File: config.mk
export PLATFORM = sky130hd
export DESIGN_NAME = demux_rr_scheduler_flat
export DESIGN_NICKNAME = d
export VERILOG_FILES = /design/src/rtl/demux_rr_scheduler_pkg.sv /design/src/rtl/demux_rr_scheduler_if.sv /design/src/rtl/demux_rr_scheduler_data.sv /design/src/rtl/demux_rr_scheduler.sv /design/src/flat_wrapper.sv
export SDC_FILE = /design/constraint.sdc
export NUM_CORES = 1
export LEC_CHECK = 0
export BUFFER_PORTS_ARGS = -buffer_cell sky130_fd_sc_hd__buf_2
export CAP_MARGIN = 20
export CELL_PAD_IN_SITES_DETAIL_PLACEMENT = 1
export CELL_PAD_IN_SITES_GLOBAL_PLACEMENT = 1
export CORE_ASPECT_RATIO = 0.75
export CORE_MARGIN = 8
export CORE_UTILIZATION = 24
export DETAILED_ROUTE_END_ITERATION = 12
export PLACE_DENSITY_LB_ADDON = 0.1
export SYNTH_ARGS = -nofsm -noshare
export SYNTH_HDL_FRONTEND = slang
export SYNTH_SLANG_ARGS = --single-unit
File: constraint.sdc
create_clock -name clk -period 4.3 [get_ports clk]
set_input_delay 0.43 -clock clk [delete_from_list [all_inputs] [get_ports clk]]
set_output_delay 0.43 -clock clk [all_outputs]
set_load 0.03 [all_outputs]
File: src/rtl/demux_rr_scheduler_pkg.sv
// Shared types, sizes and the round-robin pick for the 1x8 demux scheduler.
package demux_sched_pkg;

  localparam int unsigned N_DST = 8;
  localparam int unsigned SEL_W = 3;

  typedef enum logic {
    IDLE  = 1'b0,
    SERVE = 1'b1
  } state_t;

  // First set bit of elig scanning circularly from last+1; 'last' itself is checked last.
  function automatic logic [SEL_W-1:0] rr_pick(input logic [N_DST-1:0] elig,
                                               input logic [SEL_W-1:0] last);
    logic [SEL_W-1:0] idx;
    logic             found;
    rr_pick = '0;
    found   = 1'b0;
    for (int unsigned i = 1; i <= N_DST; i++) begin
      idx = last + SEL_W'(i);
      if (!found && elig[idx]) begin
        rr_pick = idx;
        found   = 1'b1;
      end
    end
  endfunction

endpackage

File: src/rtl/demux_rr_scheduler_if.sv
// Producer/consumer handshake bundle for the round-robin demux scheduler.
interface demux_rr_scheduler_if #(
  parameter int unsigned DW = 1
);
  import demux_sched_pkg::*;

  logic                  en;
  logic [N_DST-1:0]      dst_mask;
  logic [N_DST-1:0]      dst_ready;
  logic                  in_valid;
  logic [DW-1:0]         in_data;
  logic                  in_ready;
  logic [SEL_W-1:0]      sel;
  logic [N_DST-1:0]      out_valid;
  logic [N_DST*DW-1:0]   out_data;
  logic                  busy;
  logic                  burst_done;

  modport master (
    output en, dst_mask, dst_ready, in_valid, in_data,
    input  in_ready, sel, out_valid, out_data, busy, burst_done
  );

  modport slave (
    input  en, dst_mask, dst_ready, in_valid, in_data,
    output in_ready, sel, out_valid, out_data, busy, burst_done
  );

endinterface

File: src/rtl/demux_rr_scheduler_data.sv
// Combinational 1-to-8 data/valid demux; everything is zero while not enabled.
module demux_1x8_data
  import demux_sched_pkg::*;
#(
  parameter int unsigned DW = 1
) (
  input  logic [SEL_W-1:0]    sel,
  input  logic                en,
  input  logic                in_valid,
  input  logic [DW-1:0]       in_data,
  output logic [N_DST-1:0]    out_valid,
  output logic [N_DST*DW-1:0] out_data
);

  always_comb begin
    out_valid = '0;
    out_data  = '0;
    if (en) begin
      out_valid[sel]          = in_valid;
      out_data[sel*DW +: DW]  = in_data;
    end
  end

endmodule

File: src/rtl/demux_rr_scheduler.sv
// Round-robin burst scheduler: grants one input stream to one of eight sinks
// for BURST beats at a time and owns the registered demux select.
module demux_rr_scheduler
  import demux_sched_pkg::*;
#(
  parameter int unsigned DW    = 1,
  parameter int unsigned BURST = 4
) (
  input logic                 clk,
  input logic                 rst,
  demux_rr_scheduler_if.slave bus
);

  localparam int unsigned       CNT_W     = $clog2(BURST) + 1;
  localparam logic [CNT_W-1:0]  LAST_BEAT = CNT_W'(BURST - 1);

  state_t           state, state_n;
  logic [SEL_W-1:0] sel_q, sel_n;
  logic [SEL_W-1:0] last_q, last_n;
  logic [CNT_W-1:0] cnt_q, cnt_n;
  logic             done_q, done_n;
  logic [N_DST-1:0] eligible;
  logic             xfer;
  logic             abort;
  logic             serving;

  always_ff @(posedge clk) begin
    if (rst) begin
      state  <= IDLE;
      sel_q  <= '0;
      last_q <= '1;
      cnt_q  <= '0;
      done_q <= 1'b0;
    end else begin
      state  <= state_n;
      sel_q  <= sel_n;
      last_q <= last_n;
      cnt_q  <= cnt_n;
      done_q <= done_n;
    end
  end

  always_comb begin
    state_n  = state;
    sel_n    = sel_q;
    last_n   = last_q;
    cnt_n    = cnt_q;
    done_n   = 1'b0;
    eligible = bus.dst_mask & bus.dst_ready;
    xfer     = 1'b0;
    abort    = 1'b0;
    case (state)
      IDLE: begin
        if (bus.en && (|eligible)) begin
          sel_n   = rr_pick(eligible, last_q);
          cnt_n   = '0;
          state_n = SERVE;
        end
      end
      SERVE: begin
        xfer  = bus.in_valid & bus.dst_ready[sel_q];
        abort = !bus.en || !bus.dst_mask[sel_q];
        // Abort wins over completion: the last beat still moves, but no done pulse.
        if (abort) begin
          last_n  = sel_q;
          state_n = IDLE;
        end else if (xfer) begin
          if (cnt_q == LAST_BEAT) begin
            last_n  = sel_q;
            state_n = IDLE;
            done_n  = 1'b1;
          end else begin
            cnt_n = cnt_q + 1'b1;
          end
        end
      end
      default: state_n = IDLE;
    endcase
  end

  assign serving        = (state == SERVE);
  assign bus.busy       = serving;
  assign bus.sel        = sel_q;
  assign bus.burst_done = done_q;
  assign bus.in_ready   = serving & bus.dst_ready[sel_q];

  demux_1x8_data #(
    .DW(DW)
  ) u_data (
    .sel      (sel_q),
    .en       (serving),
    .in_valid (bus.in_valid),
    .in_data  (bus.in_data),
    .out_valid(bus.out_valid),
    .out_data (bus.out_data)
  );

endmodule

File: src/flat_wrapper.sv
// flat-port wrapper written by rule: the top's interface ports become plain ports
module demux_rr_scheduler_flat import demux_sched_pkg::*;
#(
  parameter int unsigned DW    = 1,
  parameter int unsigned BURST = 4
)
  (clk, rst, bus_en, bus_dst_mask, bus_dst_ready, bus_in_valid, bus_in_data, bus_in_ready, bus_sel, bus_out_valid, bus_out_data, bus_busy, bus_burst_done);
  demux_rr_scheduler_if #(.DW(DW)) bus_i ();
  input logic clk;
  input logic rst;
  input wire logic [$bits(bus_i.en)-1:0] bus_en;
  input wire logic [$bits(bus_i.dst_mask)-1:0] bus_dst_mask;
  input wire logic [$bits(bus_i.dst_ready)-1:0] bus_dst_ready;
  input wire logic [$bits(bus_i.in_valid)-1:0] bus_in_valid;
  input wire logic [$bits(bus_i.in_data)-1:0] bus_in_data;
  output wire logic [$bits(bus_i.in_ready)-1:0] bus_in_ready;
  output wire logic [$bits(bus_i.sel)-1:0] bus_sel;
  output wire logic [$bits(bus_i.out_valid)-1:0] bus_out_valid;
  output wire logic [$bits(bus_i.out_data)-1:0] bus_out_data;
  output wire logic [$bits(bus_i.busy)-1:0] bus_busy;
  output wire logic [$bits(bus_i.burst_done)-1:0] bus_burst_done;
  assign bus_i.en = bus_en;
  assign bus_i.dst_mask = bus_dst_mask;
  assign bus_i.dst_ready = bus_dst_ready;
  assign bus_i.in_valid = bus_in_valid;
  assign bus_i.in_data = bus_in_data;
  assign bus_in_ready = bus_i.in_ready;
  assign bus_sel = bus_i.sel;
  assign bus_out_valid = bus_i.out_valid;
  assign bus_out_data = bus_i.out_data;
  assign bus_busy = bus_i.busy;
  assign bus_burst_done = bus_i.burst_done;
  demux_rr_scheduler #(.DW(DW), .BURST(BURST)) u_core (.clk(clk), .rst(rst), .bus(bus_i));
endmodule
Yosys cells after proc, flatten, opt, wreduce, memory -nomap -nowiden:

Index checks and enable logic that the tools add are counted.

* reductions and logical operators: 26
* $add $sub $neg: 9
* shift operators: 2
* $lt $le $gt $ge: 10
* div/mod/pow operators: 0
* multipliers: 0
* multiplexer cells: 67
* equality and inequality tests: 5
* bitwise logic cells: 7

Operator list (count)
* 3-bit 2-to-1 mux: 15
* 1-bit 2-to-1 mux: 37
* 3-bit by 4-bit < comparator with 1-bit output (second input constant): 9
* 3-bit negator with 34-bit output: 1
* 1-bit by 34-bit variable shift with 8-bit output (first input constant): 1
* 1-bit by 34-bit variable part select with 8-bit output: 1
* 1-bit binary-select mux with 3-bit select: 10
* 8-bit bitwise AND: 3
* 8-bit 2-to-1 mux: 2
* 3-bit adder (second input constant): 4
* 1-bit logical AND: 9
* 1-bit zero test: 9
* 8-bit OR reduction: 1
* 3-bit by 1-bit adder with 3-bit output (second input constant): 2
* 3-bit by 2-bit adder with 3-bit output (second input constant): 2
* 2-bit != test (second input constant): 3
* 3-bit case mux with 2 select lines: 1
* 4-bit AND reduction: 1
* 2-bit nonzero test: 2
* 4-bit OR reduction: 1
* 1-bit demux with 3-bit select: 1
* 3-bit by 2-bit == test with 1-bit output (second input constant): 1
* 3-bit by 1-bit >= comparator with 1-bit output (second input constant): 1
* 3-bit AND reduction: 1
* 6 further kinds: 8

* logic and storage cells: 131
* memory bits (writable): 0
* output and inout bits: 22
* memory bits (read-only): 0
* memories kept: 0
* input port bits: 21
* bits in latches: 0
* flip-flop bits (word level): 11

Longest topological paths before layout:

* depth after elaboration: 39
* mapped depth: 11
* mapped depth without buffers: 9

Cells and area by module:

Synthesis repeated with hierarchy kept, for this count alone.

* cells, all modules: 234
* area, all modules: 1820.5 µm²

Modules (own cells, without submodules)
* demux_rr_scheduler: seq. area each 220.2 µm², area each 1551.5 µm², times used 1, cells an instance 193
* demux_1x8_data: seq. area each 0.0 µm², area each 269.0 µm², times used 1, cells an instance 41

Least setup slack after synthesis:

Ideal clock, no wire load.

* kind: reg2out
* start point: register u_core.sel_q[0], in the netlist u_core.bus.sel[0]
* end point: output port bus_out_data[6]
* data required time: 3.870 ns
* data arrival time: 2.761 ns
* slack: 1.109 ns
* stages on the path, launching flop included: 8
* buffers on the path: 1
* cell sequence: dfxtp_1 > clkbuf_1 > inv_1 > ha_1 > ha_1 > nor3b_1 > nand2_1 > nor4_1

* word-level cells in the longest chain between the ends: 4
* elaborated cells on any way between the ends: 5
* those cells by class: add/sub: 1; shift: 2; mux: 1; bitwise: 1

Ends and longest elaborated chain
* from (decl): RTL line demux_rr_scheduler.sv:18 `logic [SEL_W-1:0] sel_q, sel_n;`
* from (signal assigned): RTL line demux_rr_scheduler.sv:36 `sel_q <= sel_n;`
* 3-bit negator with 34-bit output (*): RTL line demux_rr_scheduler_data.sv:20 `out_data[sel*DW +: DW] = in_data;`
* 1-bit by 34-bit variable part select with 8-bit output or 1-bit by 34-bit variable shift with 8-bit output (tied branches): RTL line demux_rr_scheduler_data.sv:20
* 8-bit bitwise AND (no source line) (*)
* 8-bit 2-to-1 mux (*): RTL line demux_rr_scheduler_data.sv:18 `if (en) begin`
* to (decl): RTL line flat_wrapper.sv:19 `output wire logic [$bits(bus_i.out_data)-1:0] bus_out_data;`

Mark *: on every way between the ends. The rest lies on a longest branch, timed or not.

Worst setup path in the final report:

* start point: register u_core.last_q[1]
* end point: register u_core.sel_q[2], in the netlist u_core.bus.sel[2]

* word-level cells in the longest chain between the ends: 39
* elaborated cells on any way between the ends: 66
* those cells by class: add/sub: 7; mux: 45; reduce/logical: 14

Ends and longest elaborated chain
* from (decl): RTL line demux_rr_scheduler.sv:19 `logic [SEL_W-1:0] last_q, last_n;`
* from (signal assigned): RTL line demux_rr_scheduler.sv:37 `last_q <= last_n;`
* 3-bit by 1-bit adder with 3-bit output: RTL line demux_rr_scheduler_pkg.sv:20 `idx = last + SEL_W'(i);`
* 1-bit binary-select mux with 3-bit select: RTL line demux_rr_scheduler_pkg.sv:21 `if (!found && elig[idx]) begin`
* 1-bit 2-to-1 mux (implied by the code): RTL line demux_rr_scheduler_pkg.sv:21
* 1-bit 2-to-1 mux: RTL line demux_rr_scheduler_pkg.sv:21
* 1-bit 2-to-1 mux: RTL line demux_rr_scheduler.sv:54 `if (bus.en && (|eligible)) begin`
* 1-bit 2-to-1 mux: RTL line demux_rr_scheduler.sv:52 `case (state)`
* 1-bit zero test: RTL line demux_rr_scheduler_pkg.sv:21
* 1-bit logical AND: RTL line demux_rr_scheduler_pkg.sv:21
* [23 not listed]
* 1-bit zero test: RTL line demux_rr_scheduler_pkg.sv:21
* 1-bit logical AND: RTL line demux_rr_scheduler_pkg.sv:21
* 1-bit 2-to-1 mux: RTL line demux_rr_scheduler_pkg.sv:21
* 1-bit 2-to-1 mux: RTL line demux_rr_scheduler.sv:54
* 1-bit 2-to-1 mux: RTL line demux_rr_scheduler.sv:52
* 1-bit zero test: RTL line demux_rr_scheduler_pkg.sv:21
* 1-bit logical AND: RTL line demux_rr_scheduler_pkg.sv:21
* 3-bit 2-to-1 mux (*): RTL line demux_rr_scheduler_pkg.sv:21

Mark *: on every way between the ends. The rest lies on a longest branch, timed or not. The select of a mux whose other input is x is not followed.
A chain may end at the register's enable or synchronous reset.

==> key figures <==
Run status
  • Status: completed

Clocking
  • Htree depth: 1
  • Max clock buf depth: 2
  • CTS sink cnt: 11
  • CTS clk-pin slew, worst paths: 0.05 ns
  • CTS tree: built
  • Worst skew pair latency: 0.24 ns
  • Cts bufs inserted: 3
  • Hold buffer count at cts: 0
  • Root buffer cell: clkbuf_8
  • CTS resizes: 0
  • Setup Buffers After CTS: 0

Timing
  • Fmax: 298 MHz
  • Finish-stage setup viols: 0
  • Setup TNS: 0 ns
  • Slew headroom: 52.0%
  • Hold Fails Final Rpt: 0
  • Worst-Margin Slew: 0.720 ns
  • Worst Skew: 0.00538 ns
  • Hold WS: 0.495 ns
  • Minimum clock period: 3.35 ns
  • Fin crit share: 78.0%
  • Worst setup margin: 0.948 ns
  • Final Max Slew Viols: 0
  • RSZ-0062 raised after global routing: no

Critical path
  • Critical Path Source Type: flop
  • Kind of critical path: flop to flop
  • Crit path DAT: 3.47 ns
  • CP Capture Type: flop
  • Worst EP required: 4.42 ns
  • Crit Path Max Fanout: 10

Power and ir drop
  • P_leak: 0.850 nW
  • Pwr Density: 340 mW/mm²
  • Total Power: 0.701 mW
  • Peak VDD IR: 0.000104 V

Synth
  • Syn_area_per_cell: 7.97 µm²
  • Top post-synthesis cells by area: mux4_2 (18%), dfxtp_1 (13%), nand2_1 (6.9%), ha_1 (6.5%), nor2_1 (4.8%)
  • Top cell type's share of synthesized area: 18.2%
  • Yosys cell types: 53
  • Synthesized flop and latch total: 11
  • Post-synth ARST share: 0%
  • Synth Warn #: 0
  • Register area share after synthesis: 12.7%
  • Top cell type by total area after synthesis: mux4_2
  • Ys flop type: dfxtp_1
  • Count leader, synth: nand2_1
  • Post-synth EDFFs: 0
  • Synthesized area: 0.00173 mm²
  • Mapped Cells: 217
  • Synth cell count leaders: nand2_1 (32), nor2_1 (22), mux4_2 (14)
  • Synth Net Count: 247

Cells and area
  • Share of cells above drive strength 1: 26.8%
  • Final Cell Area: 0.00206 mm²
  • Fin util: 29.9%
  • Finished Layout Cells: 352
  • Final Net Count: 285
  • Synth-to-Final Area Change: 19.2%
  • Fillers: 869
  • Number of diodes: 0

Global routing
  • Vias in the first global route: 1915
  • GRT overflow: 0
  • Antenna violations before repair: 0
  • Total GRT Usage: 12.4%
  • Largest net degree at the start of global routing: 27
  • First-pass GRT wire length: 10.2 mm

Floorplan
  • Cell row count: 26
  • Die Ht: 89.5 µm
  • DIE WIDTH: 114 µm
  • Initial Util: 25.1%
  • Die area: 0.0102 mm²
  • Core area: 0.00690 mm²
  • I/O pin count: 43

Routing
  • Starting DRT DRC Count: 143
  • Final wirelength: 6.21 mm
  • First-pass DRT Iterations: 4
  • Routed WL per cell: 17.6 µm
  • DR vias: 1860
  • Antenna Nets Post-Route: 0
  • DR DRC count: 0
  • Via/cell ratio: 5.28

Run
  • Max Cap Violations: 0

Placement
  • Cells after DPL: 348
  • DP Area: 0.00202 mm²
  • Final HPWL DP: 5.17 mm
  • I/O Buffers: 42
  • Placer's final routability congestion estimate: 0.863
  • Place WS: 0.939 ns

Min path
  • Hold crit path type: input pin to flop
[worst max-delay path, stage by stage (launching register included)]
cell and delay, ns:
dfxtp_1 0.48, inv_2 0.18, ha_1 0.45, inv_2 0.24, mux4_2 0.60, or4b_4 0.59, a21boi_1 0.15, o31a_1 0.31
o31a_1 0.23
[logic make-up (layout without fill, tap and decap cells)]
kind of cell | Yosys count | in the layout | synth area share, %
compound gates | 54 | 54 | 21.8
simple gates | 95 | 95 | 26.8
flops | 11 | 11 | 12.7
fa+ha+maj | 9 | 9 | 6.51
mux | 24 | 24 | 25.2
xor+xnor | 3 | 3 | 1.52
buf+inv | 21 | 58 | 5.50
[layout by cell type, fill, tap and decap left out, drive strengths merged, types with 5 or more instances in the layout]
cell type / instances
inv: 11
o21a: 5
nor3: 6
and2: 5
ha: 9
dfxtp: 11
o21ai: 10
a21boi: 5
nand2: 32
nand3: 11
buf: 43
a21oi: 10
mux2i: 6
mux4: 15
nor2: 22
[area by class of cell]
class	instances	area [µm²]	share of cell area (%)
sequential	11	220	10.7
tap	98	123	5.95
timing repair buffer	43	218	10.6
clock buffer	4	45.0	2.19
multi-input combinational	185	1410	68.6
inverter	11	41.3	2.00
[layer usage]
| layer | vias up | GRT usage [%] | wire length, µm |
|---|---|---|---|
| li1 | 901 | - | - |
| met1 | 908 | 18.0 | 3300 |
| met2 | 47 | 18.4 | 2540 |
| met3 | 4 | 2.63 | 304 |
| met4 | 0 | 2.41 | 62 |
| met5 | - | 0 | 0 |
[power breakdown]
part	internal, mW	total (mW)	switching, mW
logic	0.192	0.450	0.258
registers	0.113	0.148	0.0356
clock network	0.0650	0.103	0.0378
total	0.370	0.701	0.332
[flip-flops by register name (all words and copies together) (netlist names)]
| name | cells |
|---|---|
| u_core.last_q | 3 |
| u_core.cnt_q | 3 |
| u_core.bus.sel | 3 |
| u_core.bus.busy | 1 |
| u_core.bus.burst_done | 1 |
[path summary, 6_finish.rpt]
path / from / to / slack, ns / cells past startpoint
hold reg to reg: u_core.cnt_q[1] / u_core.cnt_q[1] / 0.50 / 2
hold / removal: rst / u_core.cnt_q[1] / 0.50 / 2
setup reg to reg: u_core.last_q[1] / u_core.bus.sel[2] / 0.95 / 8
setup / recovery: u_core.last_q[1] / u_core.bus.sel[2] / 0.95 / 8
(Power assumes the default switching activity.)
